`src/rtl/img_pkg.sv`:
```
// Shared image-pipeline definitions: frame geometry, channel packing and luma.
package img_pkg;

    localparam int IMG_WIDTH  = 320;
    localparam int IMG_HEIGHT = 240;

    localparam int R_HI = 29;
    localparam int R_LO = 22;
    localparam int G_HI = 19;
    localparam int G_LO = 12;
    localparam int B_HI = 9;
    localparam int B_LO = 2;

    localparam int LUMA_W = 8;
    localparam int SUM_W  = 25;

    // (R + 2G + B) >> 2; the 10-bit intermediate holds the worst case of 1020.
    function automatic logic [LUMA_W-1:0] luma_of(input logic [29:0] px);
        logic [9:0] s;
        s = {2'b00, px[R_HI:R_LO]} + {1'b0, px[G_HI:G_LO], 1'b0} + {2'b00, px[B_HI:B_LO]};
        return LUMA_W'(s >> 2);
    endfunction

endpackage

```
`src/rtl/dstream.sv`:
```
// Valid/ready pixel stream between pipeline stages.
interface dstream #(
    parameter int W = 30
);
    logic         valid;
    logic         ready;
    logic [W-1:0] data;

    modport in  (input valid, input data, output ready);
    modport out (output valid, output data, input ready);
endinterface

```
`src/rtl/skid_fifo2.sv`:
```
// Two-entry stream FIFO: ready while not full, head presented directly on y.
module skid_fifo2 #(
    parameter int W = 30
) (
    input  logic clk,
    input  logic rst_n,
    dstream.in   x,
    dstream.out  y
);

    logic [W-1:0] head_q, head_d;
    logic [W-1:0] tail_q, tail_d;
    logic [1:0]   cnt_q, cnt_d;
    logic         push;
    logic         pop;

    assign x.ready = (cnt_q != 2'd2);
    assign y.valid = (cnt_q != 2'd0);
    assign y.data  = head_q;

    assign push = x.valid & x.ready;
    assign pop  = y.valid & y.ready;

    always_comb begin
        head_d = head_q;
        tail_d = tail_q;
        cnt_d  = cnt_q;
        case ({push, pop})
            2'b10: begin
                cnt_d = cnt_q + 2'd1;
                if (cnt_q == 2'd0) head_d = x.data;
                else               tail_d = x.data;
            end
            2'b01: begin
                cnt_d  = cnt_q - 2'd1;
                head_d = tail_q;
            end
            2'b11: begin
                // Push while full cannot happen, so occupancy is 1 or 2 here.
                if (cnt_q == 2'd1) begin
                    head_d = x.data;
                end else begin
                    head_d = tail_q;
                    tail_d = x.data;
                end
            end
            default: ;
        endcase
    end

    always_ff @(posedge clk or negedge rst_n) begin
        if (!rst_n) begin
            head_q <= '0;
            tail_q <= '0;
            cnt_q  <= '0;
        end else begin
            head_q <= head_d;
            tail_q <= tail_d;
            cnt_q  <= cnt_d;
        end
    end

endmodule

```
`src/rtl/border_mask_stats.sv`:
```
// Masks the blur-window border of each frame to FILL and accumulates the
// interior luma sum, reported once per frame.
module border_mask_stats
    import img_pkg::*;
#(
    parameter int           W      = 30,
    parameter int           WIDTH  = IMG_WIDTH,
    parameter int           HEIGHT = IMG_HEIGHT,
    parameter int           BORDER = 2,
    parameter logic [W-1:0] FILL   = '0
) (
    input  logic             clk,
    input  logic             rst_n,
    dstream.in               x,
    dstream.out              y,
    output logic             frame_done,
    output logic [SUM_W-1:0] luma_sum
);

    localparam int CW = (WIDTH  > 1) ? $clog2(WIDTH)  : 1;
    localparam int RW = (HEIGHT > 1) ? $clog2(HEIGHT) : 1;

    logic [CW-1:0]    col_q, col_d;
    logic [RW-1:0]    row_q, row_d;
    logic [SUM_W-1:0] acc_q, acc_d;
    logic [SUM_W-1:0] luma_sum_q, luma_sum_d;
    logic             frame_done_q, frame_done_d;
    logic             accept;
    logic             is_border;
    logic             last_col;
    logic             last_px;

    dstream #(.W(W)) mx ();

    assign accept    = x.valid & x.ready;
    assign last_col  = (col_q == CW'(WIDTH - 1));
    assign last_px   = last_col && (row_q == RW'(HEIGHT - 1));
    assign is_border = (col_q <  CW'(BORDER))
                    || (col_q >= CW'(WIDTH - BORDER))
                    || (row_q <  RW'(BORDER))
                    || (row_q >= RW'(HEIGHT - BORDER));

    // The FIFO's ready is the only backpressure, so acceptance here and the
    // FIFO push are the same event.
    assign mx.valid = x.valid;
    assign mx.data  = is_border ? FILL : x.data;
    assign x.ready  = mx.ready;

    skid_fifo2 #(.W(W)) u_fifo (
        .clk   (clk),
        .rst_n (rst_n),
        .x     (mx),
        .y     (y)
    );

    always_comb begin
        col_d        = col_q;
        row_d        = row_q;
        acc_d        = acc_q;
        luma_sum_d   = luma_sum_q;
        frame_done_d = 1'b0;
        if (accept) begin
            if (!is_border) acc_d = acc_q + SUM_W'(luma_of(x.data));
            if (last_col) begin
                col_d = '0;
                row_d = (row_q == RW'(HEIGHT - 1)) ? '0 : row_q + RW'(1);
            end else begin
                col_d = col_q + CW'(1);
            end
            // The last pixel is always border, so acc_q is already the full frame.
            if (last_px) begin
                frame_done_d = 1'b1;
                luma_sum_d   = acc_q;
                acc_d        = '0;
            end
        end
    end

    always_ff @(posedge clk or negedge rst_n) begin
        if (!rst_n) begin
            col_q        <= '0;
            row_q        <= '0;
            acc_q        <= '0;
            luma_sum_q   <= '0;
            frame_done_q <= 1'b0;
        end else begin
            col_q        <= col_d;
            row_q        <= row_d;
            acc_q        <= acc_d;
            luma_sum_q   <= luma_sum_d;
            frame_done_q <= frame_done_d;
        end
    end

    assign frame_done = frame_done_q;
    assign luma_sum   = luma_sum_q;

endmodule

```
`src/flat_wrapper.sv`:
```
// flat-port wrapper written by rule: the top's interface ports become plain ports
module border_mask_stats_flat import img_pkg::*;
#(
    parameter int           W      = 30,
    parameter int           WIDTH  = IMG_WIDTH,
    parameter int           HEIGHT = IMG_HEIGHT,
    parameter int           BORDER = 2,
    parameter logic [W-1:0] FILL   = '0
)
  (clk, rst_n, frame_done, luma_sum, x_valid, x_data, x_ready, y_valid, y_data, y_ready);
  dstream #(.W(W)) x_i ();
  dstream #(.W(W)) y_i ();
  input  logic clk;
  input  logic rst_n;
  output logic frame_done;
  output logic [SUM_W-1:0] luma_sum;
  input wire logic [$bits(x_i.valid)-1:0] x_valid;
  input wire logic [$bits(x_i.data)-1:0] x_data;
  output wire logic [$bits(x_i.ready)-1:0] x_ready;
  output wire logic [$bits(y_i.valid)-1:0] y_valid;
  output wire logic [$bits(y_i.data)-1:0] y_data;
  input wire logic [$bits(y_i.ready)-1:0] y_ready;
  assign x_i.valid = x_valid;
  assign x_i.data = x_data;
  assign x_ready = x_i.ready;
  assign y_valid = y_i.valid;
  assign y_data = y_i.data;
  assign y_i.ready = y_ready;
  border_mask_stats #(.W(W), .WIDTH(WIDTH), .HEIGHT(HEIGHT), .BORDER(BORDER), .FILL(FILL)) u_core (.clk(clk), .rst_n(rst_n), .x(x_i), .y(y_i), .frame_done(frame_done), .luma_sum(luma_sum));
endmodule
```
`config.mk`:
```
export PLATFORM = sky130hd
export DESIGN_NAME = border_mask_stats_flat
export DESIGN_NICKNAME = d
export VERILOG_FILES = /design/src/rtl/img_pkg.sv /design/src/rtl/dstream.sv /design/src/rtl/skid_fifo2.sv /design/src/rtl/border_mask_stats.sv /design/src/flat_wrapper.sv
export SDC_FILE = /design/constraint.sdc
export NUM_CORES = 1
export LEC_CHECK = 0
export BUFFER_PORTS_ARGS = -buffer_cell sky130_fd_sc_hd__buf_2
export CORE_ASPECT_RATIO = 2
export CORE_MARGIN = 2
export CORE_UTILIZATION = 30
export CTS_CLUSTER_DIAMETER = 150
export CTS_CLUSTER_SIZE = 25
export DETAILED_ROUTE_END_ITERATION = 10
export PLACE_DENSITY = 0.46
export SYNTH_ARGS = -nofsm -noshare
export SYNTH_HDL_FRONTEND = slang
export SYNTH_HIERARCHICAL = 1
export SYNTH_SLANG_ARGS = --single-unit
```
`constraint.sdc`:
```
create_clock -name clk -period 4 [get_ports clk]
set_input_delay 0.6 -clock clk [delete_from_list [all_inputs] [get_ports clk]]
set_output_delay 0.6 -clock clk [all_outputs]
set_load 0.02 [all_outputs]
```
==> impl_metrics.ini <==
[cts]
clkLatencyLatePin_ns = 0.43
cts_tree = yes
clockBufferDepth = 2
cts.sinks = 130
h-tree-depth = 4
clkTransAtPathRegs_ns = 0.06
root_buffer = clkbuf_16
cts_buffers = 17

[global_route]
use_met3 = 0.0316
grt_use_total = 0.169
grt_max_degree = 86
grt_pass1_wl_mm = 32.3
grtUsageMet2 = 0.309
grt_util_met1 = 0.183
grt_pass1_vias = 6030
grt_antenna_before_repair = 0
globalRouteOverflowTotal = 0
grt.busiest_layer = met2

[cells_and_area]
fillers = 2369
seq_area_um2 = 3250
drive_above_1_share = 0.232
num-nets-final = 888
antennaDiodeCount = 0
stdcell_area_um2 = 8620
final_core_util = 0.373
multi_input_area_um2 = 3550
area_growth_pct = 23.1

[critical_path]
critical_path_arrival_ns = 4.08
rrSetupSlack_ns = 1.05
rr_worst_depth = 9
crit_type = primary input to flop
critPathLaunch = x_data[4]
worstSetupStartpointType = primary input
regToRegEndpoint = u_core/u_fifo/tail_q[1]
end_kind = flop
path_max_fanout = 8
r2r_start = u_core/u_fifo/cnt_q[0]
required_ns = 4.28

[floorplan]
die_h_um = 220
rows = 79
core-area_um2 = 23100
io_pins = 92
start_util = 0.303
die_w_um = 112
fp.dieArea_um2 = 24700

[drt]
wl_mm = 20.1
final_antenna_net_count = 0
post_drt_wl_per_cell_um = 18.0
firstDrtPassIters = 4
drc = 0
vias = 5699
drt_iter0_markers = 328
via_per_inst = 5.11

[timing]
hold_viol = 0
fin_crit_sh = 0.951
layout_setup_ws_ns = 0.195
fmax_ghz = 0.263
final.min_clock_period_ns = 3.80
skew_ns = 0.0124
worst_pin_slew_ns = 1.01
rsz0062_at_grt = no
setup_viol = 0
slew_viol_final = 0
setup_tns_ns = 0
slew_headroom = 0.328

[worst_hold_path]
worstHoldPathType = primary input to asynchronous set/reset pin

[yosys]
ys_seq_area_frac = 0.464
synth_edf_count = 0
syn_inst = 706
async_flop_share = 1.00
yosysTopAreaCellShare = 0.464
synth.cell_area_um2 = 7000
ys.flop_type = dfrtp_1
synth_area_leader_cell = dfrtp_1
yosys.cell_types.count = 55
syn_avg_cell_area_um2 = 9.92
ys_ff_latch = 130
syn-num-nets = 774
yosys_warnings = 6
synthTopCellsByArea = dfrtp_1 (46%), nand2_1 (5.4%), mux2_1 (4.8%)

[placement]
place.gp.congestion = 0.777
placed_area_um2 = 7950
pre_cts_slack_ns = -0.411
portBuffers = 91
dp_hpwl_mm = 14.0

[power_and_ir_drop]
p_sw_w = 0.00240
p_leak_nw = 3.94
peakVddDrop_v = 0.000410
combPwrFrac = 0.425
pwr-share-seq = 0.325
clkPwrFrac = 0.250
powerDensity_nw_per_um2 = 719
swShare = 0.387
p_int_w = 0.00380

[status]
status = finished, final reports clean

[job]
drv_cap = 0
cell usage after synthesis, drive strengths merged (2+ instances only):
cell	instances
dfrtp	130
nand2	100
o21ai	50
nor3	40
a31oi	32
and2	31
nor2	31
o211ai	31
mux2	30
buf	26
ha	25
xnor2	25
inv	22
clkbuf	14
nand3	14
a21oi	13
xor2	10
fa	9
o31ai	8
nand4	7
a22o	6
nor4	6
and3	5
o21a	5
nand2b	4
nor2b	4
a21o	3
nor4b	3
or3	3
or4	3
and4	2
and4b	2
nor3b	2
or2	2
critical path: stages:
cell	delay (ns)
buf_2	0.12
fa_2	0.60
ha_1	0.23
and4b_1	0.18
o21a_1	0.18
o21a_1	0.18
o21ai_1	0.17
a21oi_1	0.10
xor2_1	0.15
ha_1	0.20
or3_4	0.40
buf_4	0.16
o22a_1	0.18
o21ai_1	0.09
buf_4	0.19
nand4b_1	0.13
xor2_1	0.16
nor2_1	0.06
power groups by stage:
| stage | clock, W | combinational, W | sequential [W] |
|---|---|---|---|
| floorplan | 0 | 0.00155 | 0.00215 |
| global placement | 0 | 0.00257 | 0.00203 |
| detailed placement | 0 | 0.00259 | 0.00204 |
| CTS | 0.00161 | 0.00260 | 0.00202 |
| global route | 0.00166 | 0.00292 | 0.00206 |
| finish | 0.00155 | 0.00264 | 0.00201 |
routing by layer:
layer | vias up | share of wire
met5 | - | 0
met4 | 0 | 0.044
met3 | 42 | 0.034
met2 | 137 | 0.53
met1 | 2786 | 0.40
li1 | 2734 | -
final cells by class:
cell class | instances | share of cell area
well taps | 283 | 0.0411
multi-input cells | 515 | 0.412
clock inverters | 9 | 0.0122
clock buffers | 23 | 0.0554
inverters | 22 | 0.00958
repair buffers | 134 | 0.0924
flip-flops and latches | 130 | 0.377
how the worst max path moves through the flow:
stage / slack [ns] / end / cells past startpoint
finish: 0.20 / u_core/acc_q[9] / 18
global route: 0.007 / u_core/acc_q[23] / 18
CTS: 0.03 / u_core/acc_q[24] / 15
detailed placement: -0.41 / u_core/acc_q[24] / 15
global placement: -0.39 / u_core/acc_q[24] / 15
floorplan: 0.10 / u_core/acc_q[16] / 16
sequential cells by signal, summed over array words and instances, names as in the netlist:
name                  flops
u_core/row_q              8
u_core/col_q              9
u_core/acc_q             25
u_core/u_fifo/cnt_q       2
u_core/frame_done         1
u_core/luma_sum          25
u_core/u_fifo/tail_q     30
u_core/u_fifo/y.data     30
cell families after synthesis:
group,share of synthesized area
adders and majority gates,0.0704
and+or+nand+nor,0.189
muxes,0.0482
xor gates and xnor gates,0.0438
DFF,0.464
buffers and inverters,0.0405
AOI/OAI and AO/OA,0.144
stage by stage:
| step | std cells | hold WS, ns | total power, W |
|---|---|---|---|
| after floorplan | 706 | 0.304 | 0.00370 |
| after global placement | 1081 | 0.461 | 0.00461 |
| after detailed placement | 1081 | 0.458 | 0.00463 |
| after CTS | 1113 | 0.272 | 0.00623 |
| after global routing | 1116 | 0.311 | 0.00665 |
| final | 1116 | 0.240 | 0.00620 |
cells in the final DEF (no fill, tap or decap), types with 4 or more instances in the layout:
master and count:
dfrtp_1 130, nand2_1 100, buf_2 90, buf_4 42
nor3_1 39, o21ai_0 34, a31oi_1 32, o211ai_1 31
and2_1 31, mux2_1 30, nor2_1 29, xnor2_1 25
ha_1 25, inv_1 19, clkbuf_16 17, o21ai_1 13
nand3_1 12, a21oi_1 11, xor2_1 10, o31ai_1 8
nand4_1 7, fa_1 7, a22o_1 6, and3_1 5
o21a_1 5, clkinvlp_4 4, nor4_1 4
what timing repair did:
action / CTS / global route
setup buffers: 0 / 2
hold buffers: 0 / 0
endpoints found under the hold margin: 0 / 0
setup endpoints to repair: 0 / 18
gates resized for setup: 0 / 13
(Power assumes the default switching activity.)
